--- config.mk ---
export PLATFORM = sky130hd
export DESIGN_NAME = muladd_arbiter
export DESIGN_NICKNAME = d
export VERILOG_FILES = /design/src/rtl/muladd_arbiter.sv
export SDC_FILE = /design/constraint.sdc
export NUM_CORES = 1
export LEC_CHECK = 0
export ABC_AREA = 1
export CAP_MARGIN = 20
export CORE_UTILIZATION = 52
export CTS_CLUSTER_SIZE = 24
export DETAILED_ROUTE_END_ITERATION = 6
export PLACE_DENSITY = 0.82
export SLEW_MARGIN = 0
export SYNTH_ARGS = -nofsm -noshare
export SYNTH_HDL_FRONTEND = slang
export SYNTH_SLANG_ARGS = --single-unit
--- constraint.sdc ---
create_clock -name clk -period 4.2 [get_ports clk]
set_input_delay 0.84 -clock clk [delete_from_list [all_inputs] [get_ports clk]]
set_output_delay 0.84 -clock clk [all_outputs]
set_load 0.01 [all_outputs]
--- src/rtl/muladd_arbiter.sv ---
// Round-robin arbiter sequencing N requesters onto one shared add / shift-add multiply unit.
// Define MULADD_ARBITER_PRIO0_EN to give requester 0 absolute priority in IDLE.
module muladd_arbiter #(
   parameter int W   = 8,
   parameter int N   = 4,
   parameter int IDW = 2
) (
   input  logic             clk,
   input  logic             rst_n,
   input  logic [N-1:0]     req,
   input  logic [N-1:0]     op,
   input  logic [N*W-1:0]   a_bus,
   input  logic [N*W-1:0]   b_bus,
   output logic [N-1:0]     ack,
   output logic [2*W-1:0]   result,
   output logic             busy,
   output logic [IDW-1:0]   grant_id
);

   localparam int RW = 2 * W;
   localparam int CW = $clog2(W) + 1;

   typedef enum logic [1:0] {IDLE, EXEC, DONE} state_t;

   state_t          state, state_nxt;
   logic [IDW-1:0]  rr_ptr;
   logic [IDW-1:0]  pick_id;
   logic            pick_valid;
   logic [W-1:0]    a_sel, b_sel;
   logic            op_sel;
   logic [W-1:0]    a_q, b_q;
   logic            op_q;
   logic [RW-1:0]   acc, acc_nxt;
   logic [CW-1:0]   cnt;
   logic            last;

   // Lowest rotated distance from rr_ptr+1 wins.
   always_comb begin
      int unsigned best;
      int unsigned off;
      best       = N;
      off        = 0;
      pick_id    = '0;
      pick_valid = |req;
      for (int unsigned k = 0; k < N; k++) begin
         if (req[k]) begin
            off = (k + N - 32'(rr_ptr) - 1) % N;
            if (off < best) begin
               best    = off;
               pick_id = IDW'(k);
            end
         end
      end
`ifdef MULADD_ARBITER_PRIO0_EN
      if (req[0]) pick_id = '0;
`endif
   end

   always_comb begin
      a_sel  = '0;
      b_sel  = '0;
      op_sel = 1'b0;
      for (int unsigned k = 0; k < N; k++) begin
         if (pick_id == IDW'(k)) begin
            a_sel  = a_bus[k*W +: W];
            b_sel  = b_bus[k*W +: W];
            op_sel = op[k];
         end
      end
   end

   assign last = !op_q || (cnt == CW'(W - 1));

   always_comb begin
      if (op_q) begin
         acc_nxt = acc;
         if (b_q[0]) acc_nxt = acc + (RW'(a_q) << cnt);
      end else begin
         acc_nxt = RW'(a_q) + RW'(b_q);
      end
   end

   always_ff @(posedge clk) begin
      if (!rst_n) state <= IDLE;
      else        state <= state_nxt;
   end

   always_comb begin
      state_nxt = state;
      case (state)
         IDLE:    if (pick_valid) state_nxt = EXEC;
         EXEC:    if (last)       state_nxt = DONE;
         DONE:                    state_nxt = IDLE;
         default:                 state_nxt = IDLE;
      endcase
   end

   always_comb begin
      busy = (state != IDLE);
      ack  = '0;
      for (int unsigned k = 0; k < N; k++) begin
         if (state == DONE && grant_id == IDW'(k)) ack[k] = 1'b1;
      end
   end

   // result is written on the final EXEC edge so it is valid alongside ack in DONE.
   always_ff @(posedge clk) begin
      if (!rst_n) begin
         grant_id <= '0;
         rr_ptr   <= IDW'(N - 1);
         result   <= '0;
         acc      <= '0;
         cnt      <= '0;
         a_q      <= '0;
         b_q      <= '0;
         op_q     <= 1'b0;
      end else begin
         case (state)
            IDLE: begin
               if (pick_valid) begin
                  a_q      <= a_sel;
                  b_q      <= b_sel;
                  op_q     <= op_sel;
                  grant_id <= pick_id;
`ifdef MULADD_ARBITER_PRIO0_EN
                  if (pick_id != '0) rr_ptr <= pick_id;
`else
                  rr_ptr   <= pick_id;
`endif
                  acc      <= '0;
                  cnt      <= '0;
               end
            end
            EXEC: begin
               acc <= acc_nxt;
               b_q <= b_q >> 1;
               cnt <= cnt + 1'b1;
               if (last) result <= acc_nxt;
            end
            default: ;
         endcase
      end
   end

endmodule

### Yosys cells after proc, flatten, opt, wreduce, memory -nomap -nowiden

Cells that the tools add are included.

| storage, ports and cells | value |
|---|---|
| bits in registers | 59 |
| latch bits | 0 |
| RAM bits | 0 |
| memory bits (read-only) | 0 |
| input bits | 74 |
| word-level logic and storage cells | 91 |
| memories kept | 0 |

| operators by class | value |
|---|---|
| $add $sub $neg | 11 |
| $mul | 0 |
| divide/modulo/power cells | 0 |
| $lt $le $gt $ge | 4 |
| equal/unequal tests | 11 |
| shifts and indexed selects | 1 |
| multiplexer cells | 39 |
| bitwise gates (word level) | 0 |
| reductions and logical operators | 16 |

Operators by type and width:

| kind | count |
|---|---|
| 32-bit two-way mux | 4 |
| 2-bit by 32-bit less-than comparator with 1-bit output | 3 |
| 8-bit two-way mux | 9 |
| 16-bit two-way mux | 3 |
| 16-bit case mux with 2 select lines | 1 |
| 16-bit adder | 1 |
| 8-bit case mux with 2 select lines | 1 |
| 8-bit by 4-bit << shifter with 16-bit output | 1 |
| 2-bit two-way mux | 6 |
| 2-bit == test (second input constant) | 5 |
| 1-bit two-way mux | 10 |
| 8-bit by 8-bit adder with 9-bit output | 1 |
| 4-bit case mux with 2 select lines | 1 |
| 2-bit AND reduction | 4 |
| 2-bit subtractor (second input constant) | 4 |
| 2-bit by 1-bit == test with 1-bit output (second input constant) | 3 |
| 2-bit zero test | 3 |
| 3-bit two-way mux | 2 |
| 4-bit by 1-bit adder with 4-bit output (second input constant) | 1 |
| 4-bit by 3-bit == test with 1-bit output (second input constant) | 1 |
| 1-bit logical AND | 4 |
| 4-bit two-way mux | 1 |
| 2-bit != test (second input constant) | 2 |
| 2-bit case mux with 2 select lines | 1 |
| 7 further kinds | 10 |

### Logic depth before layout (Yosys ltp)

Gate-level depths: netlist of the first run.

| depth | value |
|---|---|
| depth in word-level cells | 21 |
| mapped depth | 29 |

### Least setup slack after synthesis of the first run

No wires, ideal clock.

| timing path | value |
|---|---|
| kind | in2reg |
| start | input req[0] |
| end | register b_q[6] |
| setup time | 132 ps |
| data arrival time | 3606 ps |
| required time | 4068 ps |
| slack | 462 ps |
| cell stages on the path | 28 |
| path buffers | 2 |
| cells stage by stage | nand2_1 ha_1 nand2_1 nand2_1 nand2_1 nand2_1 clkbuf_1 nand2_1 o21ai_0 ha_1 nand2_1 nand2_1 nand2_2 nand2_4 nand2_1 o21ai_0 ha_1 nand2_1 nand2_1 nand2_2 nand2_4 buf_6 nand2_4 inv_2 nand2_1 nand2_1 o21ai_1 a21oi_1 |

| between the ends | value |
|---|---|
| word-level cells in the longest chain between the ends | 17 |

RTL lines:

| what | line | RTL |
|---|---|---|
| start: declaration | 10 | `input logic [N-1:0] req,` |
| 3-bit two-way mux | 46 | `if (req[k]) begin` |
| 2-bit by 32-bit less-than comparator with 1-bit output | 48 | `if (off < best) begin` |
| 32-bit two-way mux | 48 |  |
| 32-bit two-way mux | 46 |  |
| 2-bit by 32-bit less-than comparator with 1-bit output | 48 |  |
| 32-bit two-way mux | 48 |  |
| 32-bit two-way mux | 46 |  |
| 2-bit by 32-bit less-than comparator with 1-bit output | 48 |  |
| 2-bit two-way mux | 48 |  |
| 2-bit two-way mux | 46 |  |
| 2-bit zero test | 64 | `if (pick_id == IDW'(k)) begin` |
| 8-bit two-way mux (4 in a row) | 64 |  |
| 8-bit two-way mux | 120 | `if (pick_valid) begin` |
| 8-bit case mux with 2 select lines | 118 | `case (state)` |
| end signal: assignment | 122 | `b_q <= b_sel;` |
| end signal: assignment | 136 | `b_q <= b_q >> 1;` |
| end: declaration | 31 | `logic [W-1:0] a_q, b_q;` |

Several ways; a longest one is shown, not always the timed one. The select of a mux whose other input is x is not followed.
A chain may end at the register's enable or synchronous reset.

### Final worst setup path of the first run

| timing path | value |
|---|---|
| start | input req[0] |
| end | register b_q[0] |

Same word-level chain as after synthesis.

==> summary.md, run 1 <==
| Metric | Value |
|---|---|
| Syn Nets | `816` |
| Post-synth top flop | `dfxtp_1` |
| Synth warnings | `0` |
| Critical-path top delay cell | `clkdlybuf4s50_1` |
| Max Cap Viol | `0` |
| Final Hold Viols | `0` |
| Syn Inst Count | `a little over 700` |
| Initial drt markers | `between 400 and 500` |
| Delay-heaviest family, CP | `simple AND/OR/NAND/NOR gates` |
| Pre-Repair DR Iteration Count | `5` |
| TritonCTS clock tree | `done` |
| Max frequency | `0.261 GHz` |
| Drt total wl | `14300 um` |
| Synthesized area per cell | `6.28 um2` |
| Post-CTS Repair Setup Buffers | `0` |
| Port bufs | `96` |
| Unique cell type count in the Yosys netlist | `41` |
| Yosys reg bits | `59` |
| Setup CP Type | `input pin to flop` |
| Overall power | `0.00292 W` |
| Global-route wire length before repair | `22800 um` |
| Die ar. | `about 9000 um2` |
| RR Startpoint | `cnt[0]` |
| Clock skew | `13.6 ps` |
| Hold Path Class | `flop to flop` |
| Vias per Instance | `roughly 5.7` |
| RSZ-0062 raised after global routing | `no` |
| Via count | `5235` |
| Post-DP HPWL | `11000 um` |
| Later-pin clock latency in the skew report | `360 ps` |
| Post-Place Setup Slack | `-57.7 ps` |
| H-tree levels | `3` |
| Clock sinks | `59` |
| Post-route worst setup slack | `376 ps` |
| Initial core utilization | `54.2%` |
| Final worst path period share | `91.1%` |
| Die Ht | `94.8 um` |
| Die X | `94.8 um` |
| Sequential fraction of the synthesis area | `26.4%` |
| Placed Cells | `897` |
| VDD IR max | `349 uV` |
| Synth Cell Area | `approximately 4500 um2` |
| Hold_buf cts | `0` |
| N_diodes | `0` |
| Nature of the critical path endpoint | `flop` |
| Area of the core | `8260 um2` |
| Ratio of cells with drive above 1 in the final layout | `a little over 7%` |
| Setup crit start | `req[0]` |
| DRC | `0` |
| CP Launch Type | `input pin` |
| CTS Buffer Depth | `2` |
| Max Slew Vio Count | `0` |
| Congestion Overflow GR | `0` |
| GPL Wtd Cong | `a little over 0.9` |
| Setup violators final | `0` |
| Fin nets | `906` |
| Antenna Nets Post-Route | `0` |
| Measured slew at the worst slew-check pin | `901 ps` |
| Placed Instance Area | `~5500 um2` |
| WL/cell | `15.6 um` |
| Vias in the first global route | `4959` |
| Io pins | `97` |
| Headroom to the max-slew limit | `39.9%` |
| Fill cell count | `737` |
| Largest net degree at the start of global routing | `25` |
| Post-synth EDFFs | `0` |
| PD cells | `507 nW/um2` |
| Ys async rst share | `0%` |
| PostCTS Resize Cnt | `0` |
| Register area | `between 1000 and 1500 um2` |
| Most common cell on crit path | `nand2_1` |
| GRT Total Usage | `about a third` |
| Critical Path RT | `~4400 ps` |
| Max incr delay on CP | `490 ps` |
| # rows | `33` |
| Final std cells w/o fill | `913` |
| Setup TNS | `0 ps` |
| Min cycle time layout | `3820 ps` |
| Num CTS Buffers | `9` |
| Clock transition at path regs | `80 ps` |
| Hold_sp | `acc[14]` |
| WP buf/inv | `2` |
| Data arrival time of the worst path | `slightly above 4000 ps` |
| Clock root cell | `clkbuf_8` |
| Initial antenna violation count | `0` |
| Final Instance Area | `5760 um2` |
| Footprint of the multi-input gates | `2890 um2` |
| Peak fanout along the critical path | `16` |
| Area Overhead vs Synth | `28.7%` |
| Status | `finished clean` |
| Leakage power | `2.58 nW` |
## logic make-up (layout without fill, tap and decap cells)
| group | Yosys count | after routing | share of synthesized area, % |
|---|---|---|---|
| AOI/OAI and AO/OA | 173 | 173 | 21.2 |
| DFF | 59 | 59 | 26.4 |
| adders and majority gates | 29 | 29 | 8.45 |
| xor gates and xnor gates | 12 | 12 | 2.35 |
| buffers and inverters | 103 | 198 | 9.03 |
| muxes | 2 | 2 | 0.447 |
| and+or+nand+nor | 335 | 335 | 32.1 |
## layout by cell type, fill, tap and decap left out, types with 5 or more instances in the layout
master,count
nand2_1,167
clkdlybuf4s50_1,96
nor2_1,84
inv_1,70
a21oi_1,64
o21ai_0,63
dfxtp_1,59
nand3_1,40
ha_1,27
or2_2,15
nand4_1,13
buf_4,13
o21ai_1,9
o22ai_1,9
clkbuf_8,9
xor2_1,8
nor3_1,6
a31oi_1,5
## worst reg2reg max path, cell delays in order, from the launching register on
cell and delay (ps):
dfxtp_1 670, o21ai_0 210, o21ai_0 410, nand2_1 80
o21ai_0 130, nor2_1 70, ha_1 360, a21oi_1 160
o21ai_0 140, nand3_1 100, nand4_1 160, a21oi_1 180
o21bai_1 80, or2_2 270, nand3_1 90, nand3_1 170
a21oi_1 200
## flip-flops by register name, indices dropped and copies added, names as in the netlist
name and flops:
acc 16, result 16, a_q 8, b_q 8, cnt 4, grant_id 2
rr_ptr 2, state 2, op_q 1
## stage by stage
step	hold WS, ps	utilization, %
2_1_floorplan	457	-
3_3_place_gp	468	67.0
3_5_place_dp	478	67.0
4_1_cts	495	69.7
5_1_grt	528	69.7
6_report	492	69.7
## metal layers
metal	global-route usage, %	wire [um]	vias to the layer above
li1	-	-	2548
met1	41.2	6050	2426
met2	56.9	6800	232
met3	7.17	1140	29
met4	9.47	267	0
met5	0	0	-
## path summary, 6_finish.rpt
path | cells past startpoint | slack (ps) | end
setup reg to reg | 16 | 650 | result[14]
hold / removal | 2 | 490 | acc[14]
hold reg to reg | 2 | 490 | acc[14]
setup / recovery | 25 | 380 | b_q[0]
## cell type report
cell class	count	share of cell area, %
Clock buffer	9	2.15
Clock inverter	7	1.72
Inverter	73	4.76
Multi-Input combinational cell	551	50.2
Sequential cell	59	20.5
Tap cell	105	2.28
Timing Repair Buffer	109	18.4
## cells in the mapped netlist (all sizes together), types with 8 or more instances
master	number	area share [%]
nand2	174	15
nor2	86	7.6
o21ai	73	8.2
inv	72	6.0
a21oi	65	7.4
dfxtp	59	26
nand3	40	4.5
ha	27	7.6
clkbuf	25	2.1
or2	15	2.1
nand4	13	1.8
o22ai	9	1.3
xor2	8	1.6
## report_power, final
part | internal [W] | total [W] | switching [W]
clock network | 0.000338 | 0.000597 | 0.000259
registers | 0.000678 | 0.000811 | 0.000133
logic | 0.000591 | 0.00151 | 0.000922
total | 0.00161 | 0.00292 | 0.00131
(Power assumes the default switching activity.)
==> run 2: changes to the inputs <==
Settings changed: CTS_BUF_LIST set to sky130_fd_sc_hd__clkbuf_16, SETUP_SLACK_MARGIN set to 0.02.
Clock period 4.2 ns to 4 ns, I/O delays scaled along.
==> summary.md, run 2 (synthesized netlist as in run 1, its figures left out) <==
| Metric | Value |
|---|---|
| Status | `finished clean` |
| Clock root cell | `clkbuf_16` |
| Internal Pwr Total | `0.00192 W` |
| Setup CP Type | `input pin to flop` |
| GPL Wtd Cong | `0.927` |
| Port bufs | `96` |
| Congestion Overflow GR | `0` |
| Global-route wire length before repair | `22800 um` |
| Most common cell on crit path | `nand2_1` |
| Leakage power | `2.66 nW` |
| PD cells | `569 nW/um2` |
| Via count | `5245` |
| Later-pin clock latency in the skew report | `330 ps` |
| Hold Path Class | `flop to flop` |
| Num CTS Buffers | `9` |
| Max Cap Viol | `0` |
| Pre-Repair DR Iteration Count | `5` |
| Max frequency | `0.269 GHz` |
| Logic pwr share | `49.4%` |
| Commonest cells after routing, fill and taps aside | `167 x nand2_1, 96 x clkdlybuf4s50_1, 84 x nor2_1, 70 x inv_1, 64 x a21oi_1` |
| RR Startpoint | `cnt[0]` |
| Largest net degree at the start of global routing | `25` |
| Antenna Nets Post-Route | `0` |
| H-tree levels | `3` |
| Final worst path period share | `93.1%` |
| RR Endpoint | `acc[12]` |
| Clock skew | `7.15 ps` |
| Max incr delay on CP | `470 ps` |
| Flop-to-flop setup slack | `470 ps` |
| Fin nets | `just over 900` |
| Hold_sp | `acc[15]` |
| Area Overhead vs Synth | `32.3%` |
| Post-Place Setup Slack | `-193 ps` |
| Switching share of power | `43.1%` |
| Final Instance Area | `5920 um2` |
| Clock transition at path regs | `roughly 60 ps` |
| Post-DP HPWL | `10700 um` |
| Register area | `~1200 um2` |
| Peak fanout along the critical path | `6` |
| Measured slew at the worst slew-check pin | `865 ps` |
| Post-route worst setup slack | `277 ps` |
| Die ar. | `8980 um2` |
| NetSw | `0.00145 W` |
| Commonest non-fill, non-tap cell in the layout | `nand2_1` |
| Max Slew Vio Count | `0` |
| Initial drt markers | `~420` |
| Critical-path top delay cell | `clkdlybuf4s50_1` |
| Setup violators final | `0` |
| Critical Path RT | `4180 ps` |
| WP buf/inv | `2` |
| Drt total wl | `14400 um` |
| CTS Buffer Depth | `2` |
| DRC | `0` |
| Io pins | `97` |
| Delay-heaviest family, CP | `simple AND/OR/NAND/NOR gates` |
| Initial antenna violation count | `0` |
| Nature of the critical path endpoint | `flop` |
| GRT Total Usage | `between 30 and 40%` |
| Min cycle time layout | `between 3000 and 4000 ps` |
| CP Launch Type | `input pin` |
| Largest registers | `acc x16, result x16` |
| Hold path endpoint | `acc[15]` |
| Footprint of the multi-input gates | `2910 um2` |
| Fill cell count | `721` |
| Clock sinks | `59` |
| Area of the core | `approximately 8300 um2` |
| TritonCTS clock tree | `done` |
| Ratio of cells with drive above 1 in the final layout | `under 10%` |
| Die X | `94.8 um` |
| Headroom to the max-slew limit | `42.3%` |
| WL/cell | `about 16 um` |
| Vias per Instance | `between 5 and 6` |
| Final Hold Viols | `0` |
| FF-to-FF path depth | `16` |
| Placed Instance Area | `5570 um2` |
| Initial core utilization | `roughly 54%` |
| Seq pwr share | `25.3%` |
| Vias in the first global route | `4864` |
| N_diodes | `0` |
| # rows | `33` |
| Clock network fraction of total power | `about 25%` |
| VDD IR max | `341 uV` |
| Die Ht | `94.8 um` |
| Data arrival time of the worst path | `3900 ps` |
| Hold path depth | `2` |
run 2: cell types whose count changed in the layout (fill, tap and decap cells not counted), sizes merged:
cell   before  now
buf        13   19
nand2     174  175
run 2: per-layer routing:
metal	vias to the layer above	wire length [um]	GRT usage [%]
li1	2562	-	-
met2	240	6680	53.4
met4	0	388	13.4
met3	42	1080	4.83
met5	-	0	0
met1	2401	6230	43.3
run 2: cell type report:
type | instances | share of cell area, %
Sequential cell | 59 | 19.9
Timing Repair Buffer | 115 | 18.6
Multi-Input combinational cell | 552 | 49.1
Tap cell | 105 | 2.22
Inverter | 73 | 4.63
Clock inverter | 7 | 1.67
Clock buffer | 9 | 3.80
run 2: worst max path at each step:
stage,from,endpoint,slack [ps],cells past startpoint
CTS,req[0],rr_ptr[0],130,24
finish,req[0],b_q[1],280,26
detailed placement,req[0],a_q[6],-190,25
global route,req[0],b_q[0],-0.5,25
floorplan,req[0],b_q[6],300,28
global placement,req[0],rr_ptr[0],-80,24
run 2: power by group through the flow:
stage               sequential, W  clock [W]  combinational (W)
finish                   0.000851   0.000853            0.00166
CTS                      0.000845   0.000848            0.00160
floorplan                0.000818          0            0.00109
global placement         0.000853          0            0.00152
detailed placement       0.000855          0            0.00158
global route             0.000865   0.000877            0.00184
run 2: worst register-to-register path, stage by stage, from the launching register on:
cell and delay [ps]:
dfxtp_1 670, inv_1 170, nand2_1 90, nand2_1 50, o21ai_0 320, nor2_1 70, a31oi_1 220, nor2_1 80
ha_1 350, nand2_1 90, o21ai_0 260, nand3_1 110, nand4_1 150, xnor2_1 80, a211oi_1 520, nand2_1 100
a21oi_1 130
run 2: what timing repair did:
action                                  in CTS  in global routing
gates resized for setup                      0                  6
hold buffers                                 0                  0
endpoints found under the setup margin       0                 19
setup buffers                                0                  1
run 2: metrics by stage:
step	setup TNS [ps]	hold WS (ps)	power (W)	cells	utilization [%]
2_1_floorplan	0	457	0.00191	713	-
3_3_place_gp	-115	468	0.00237	902	67.5
3_5_place_dp	-2730	477	0.00243	902	67.5
4_1_cts	0	483	0.00329	918	71.4
5_1_grt	-0.470	519	0.00358	920	71.7
6_report	0	484	0.00337	920	71.7
==> run 3: changes to the inputs <==
Settings changed: CORE_MARGIN set to 5.
==> summary.md, run 3 (synthesized netlist as in run 1, its figures left out) <==
| Metric | Value |
|---|---|
| Headroom to the max-slew limit | `52.2%` |
| Clock transition at path regs | `60 ps` |
| Vias in the first global route | `5060` |
| WP buf/inv | `3` |
| RR Startpoint | `cnt[0]` |
| Clock skew | `about 10 ps` |
| Post-CTS Repair Setup Buffers | `0` |
| Initial antenna violation count | `0` |
| Drt total wl | `~15000 um` |
| Port bufs | `96` |
| Die X | `103 um` |
| Die ar. | `10600 um2` |
| Min cycle time layout | `3800 ps` |
| CP Launch Type | `input pin` |
| Vias per Instance | `5.69` |
| DRC | `0` |
| # rows | `33` |
| Most common cell on crit path | `nand2_1` |
| Hold Path Class | `flop to flop` |
| GPL Wtd Cong | `0.925` |
| Initial drt markers | `502` |
| Footprint of the multi-input gates | `2890 um2` |
| Status | `finished clean` |
| Setup CP Type | `input pin to flop` |
| Measured slew at the worst slew-check pin | `716 ps` |
| H-tree levels | `3` |
| Area Overhead vs Synth | `32.0%` |
| Pre-Repair DR Iteration Count | `5` |
| Congestion Overflow GR | `0` |
| Setup crit start | `req[0]` |
| Seq pwr share | `26.0%` |
| Largest net degree at the start of global routing | `41` |
| VDD IR max | `417 uV` |
| Via count | `5246` |
| PD cells | `555 nW/um2` |
| Final std cells w/o fill | `922` |
| Register area | `1180 um2` |
| Delay-heaviest family, CP | `simple AND/OR/NAND/NOR gates` |
| WL/cell | `15.9 um` |
| Final Hold Viols | `0` |
| Final worst path period share | `95.1%` |
| Peak fanout along the critical path | `7` |
| Switching share of power | `approximately 43%` |
| Logic pwr share | `50.5%` |
| Post-Place Setup Slack | `-195 ps` |
| Placed Cells | `906` |
| Max frequency | `0.263 GHz` |
| Clock sinks | `59` |
| Setup violators final | `0` |
| Post-DP HPWL | `11300 um` |
| N_diodes | `0` |
| Global-route wire length before repair | `23700 um` |
| Ratio of cells with drive above 1 in the final layout | `7.96%` |
| Largest registers | `acc x16, result x16` |
| Final design utilization | `71.1%` |
| Post-route worst setup slack | `195 ps` |
| Internal Pwr Total | `0.00186 W` |
| CTS Buffer Depth | `2` |
| Critical Path RT | `~4200 ps` |
| Antenna Nets Post-Route | `0` |
| Leakage power | `2.66 nW` |
| Die Ht | `103 um` |
| Max incr delay on CP | `470 ps` |
| Critical-path top delay cell | `clkdlybuf4s50_1` |
| Area of the core | `just over 8000 um2` |
| Nature of the critical path endpoint | `flop` |
| NetSw | `0.00141 W` |
| Max Slew Vio Count | `0` |
| Clock root cell | `clkbuf_16` |
| Data arrival time of the worst path | `4000 ps` |
| Fin nets | `915` |
| Clock network fraction of total power | `23.5%` |
| Io pins | `97` |
| Commonest non-fill, non-tap cell in the layout | `nand2_1` |
| Commonest cells after routing, fill and taps aside | `167 x nand2_1, 96 x clkdlybuf4s50_1, 84 x nor2_1, 70 x inv_1, 64 x a21oi_1` |
| Max Cap Viol | `0` |
| Hold_sp | `acc[15]` |
| GRT Total Usage | `28.4%` |
| Num CTS Buffers | `9` |
| RSZ-0062 raised after global routing | `yes` |
| Initial core utilization | `53.9%` |
| Later-pin clock latency in the skew report | `around 330 ps` |
| Fill cell count | `672` |
| TritonCTS clock tree | `done` |
[run 3: cell count changes in the layout (fill, tap and decap cells not counted), sizes merged]
cell      previous run  this run
buf                 19        22
bufinv               2         1
clkinvlp             1         2
nand2              175       174
[run 3: power groups by stage]
stage / clock (W) / combinational (W) / sequential, W
finish: 0.000771 / 0.00166 / 0.000851
global route: 0.000802 / 0.00184 / 0.000867
CTS: 0.000777 / 0.00163 / 0.000845
detailed placement: 0 / 0.00161 / 0.000854
global placement: 0 / 0.00156 / 0.000851
floorplan: 0 / 0.00109 / 0.000818
[run 3: layout make-up]
class | count | area share (%)
clock buffers | 9 | 3.81
repair buffers | 118 | 19.1
flip-flops and latches | 59 | 20.0
clock inverters | 7 | 1.27
multi-input cells | 551 | 49.0
inverters | 73 | 4.64
well taps | 105 | 2.23
[run 3: final timing paths]
kind / depth (start not counted) / slack, ps / end
max reg2reg: 20 / 460 / result[15]
min: 2 / 490 / acc[15]
max: 25 / 200 / rr_ptr[0]
min reg2reg: 2 / 490 / acc[15]
[run 3: timing repair]
action,in CTS,in global routing
hold endpoints to repair,0,0
resized for setup,0,2
hold buffers,0,0
setup endpoints to repair,0,19
[run 3: stage by stage]
step / total power (W) / hold slack (ps) / cell area [um2] / TNS (ps)
2_1_floorplan: 0.00191 / 457 / 4470 / 0
3_3_place_gp: 0.00241 / 467 / 5600 / -132
3_5_place_dp: 0.00247 / 473 / 5600 / -2900
4_1_cts: 0.00325 / 486 / 5900 / 0
5_1_grt: 0.00351 / 509 / 5900 / -101
6_report: 0.00328 / 492 / 5900 / 0
[run 3: worst min-delay path: cells and delay by family (launching register included)]
family / cells / cell delay (ps)
AOI/OAI and AO/OA: 1 / 50
and+or+nand+nor: 1 / 70
DFF: 1 / 320
[run 3: layer usage]
layer  track usage, %  up-vias  routed length [um]
met4             7.57        0                 207
li1                 -     2563                   -
met1             37.0     2409                6030
met5                0        -                   0
met3             4.74       24                1230
met2             48.6      250                7190
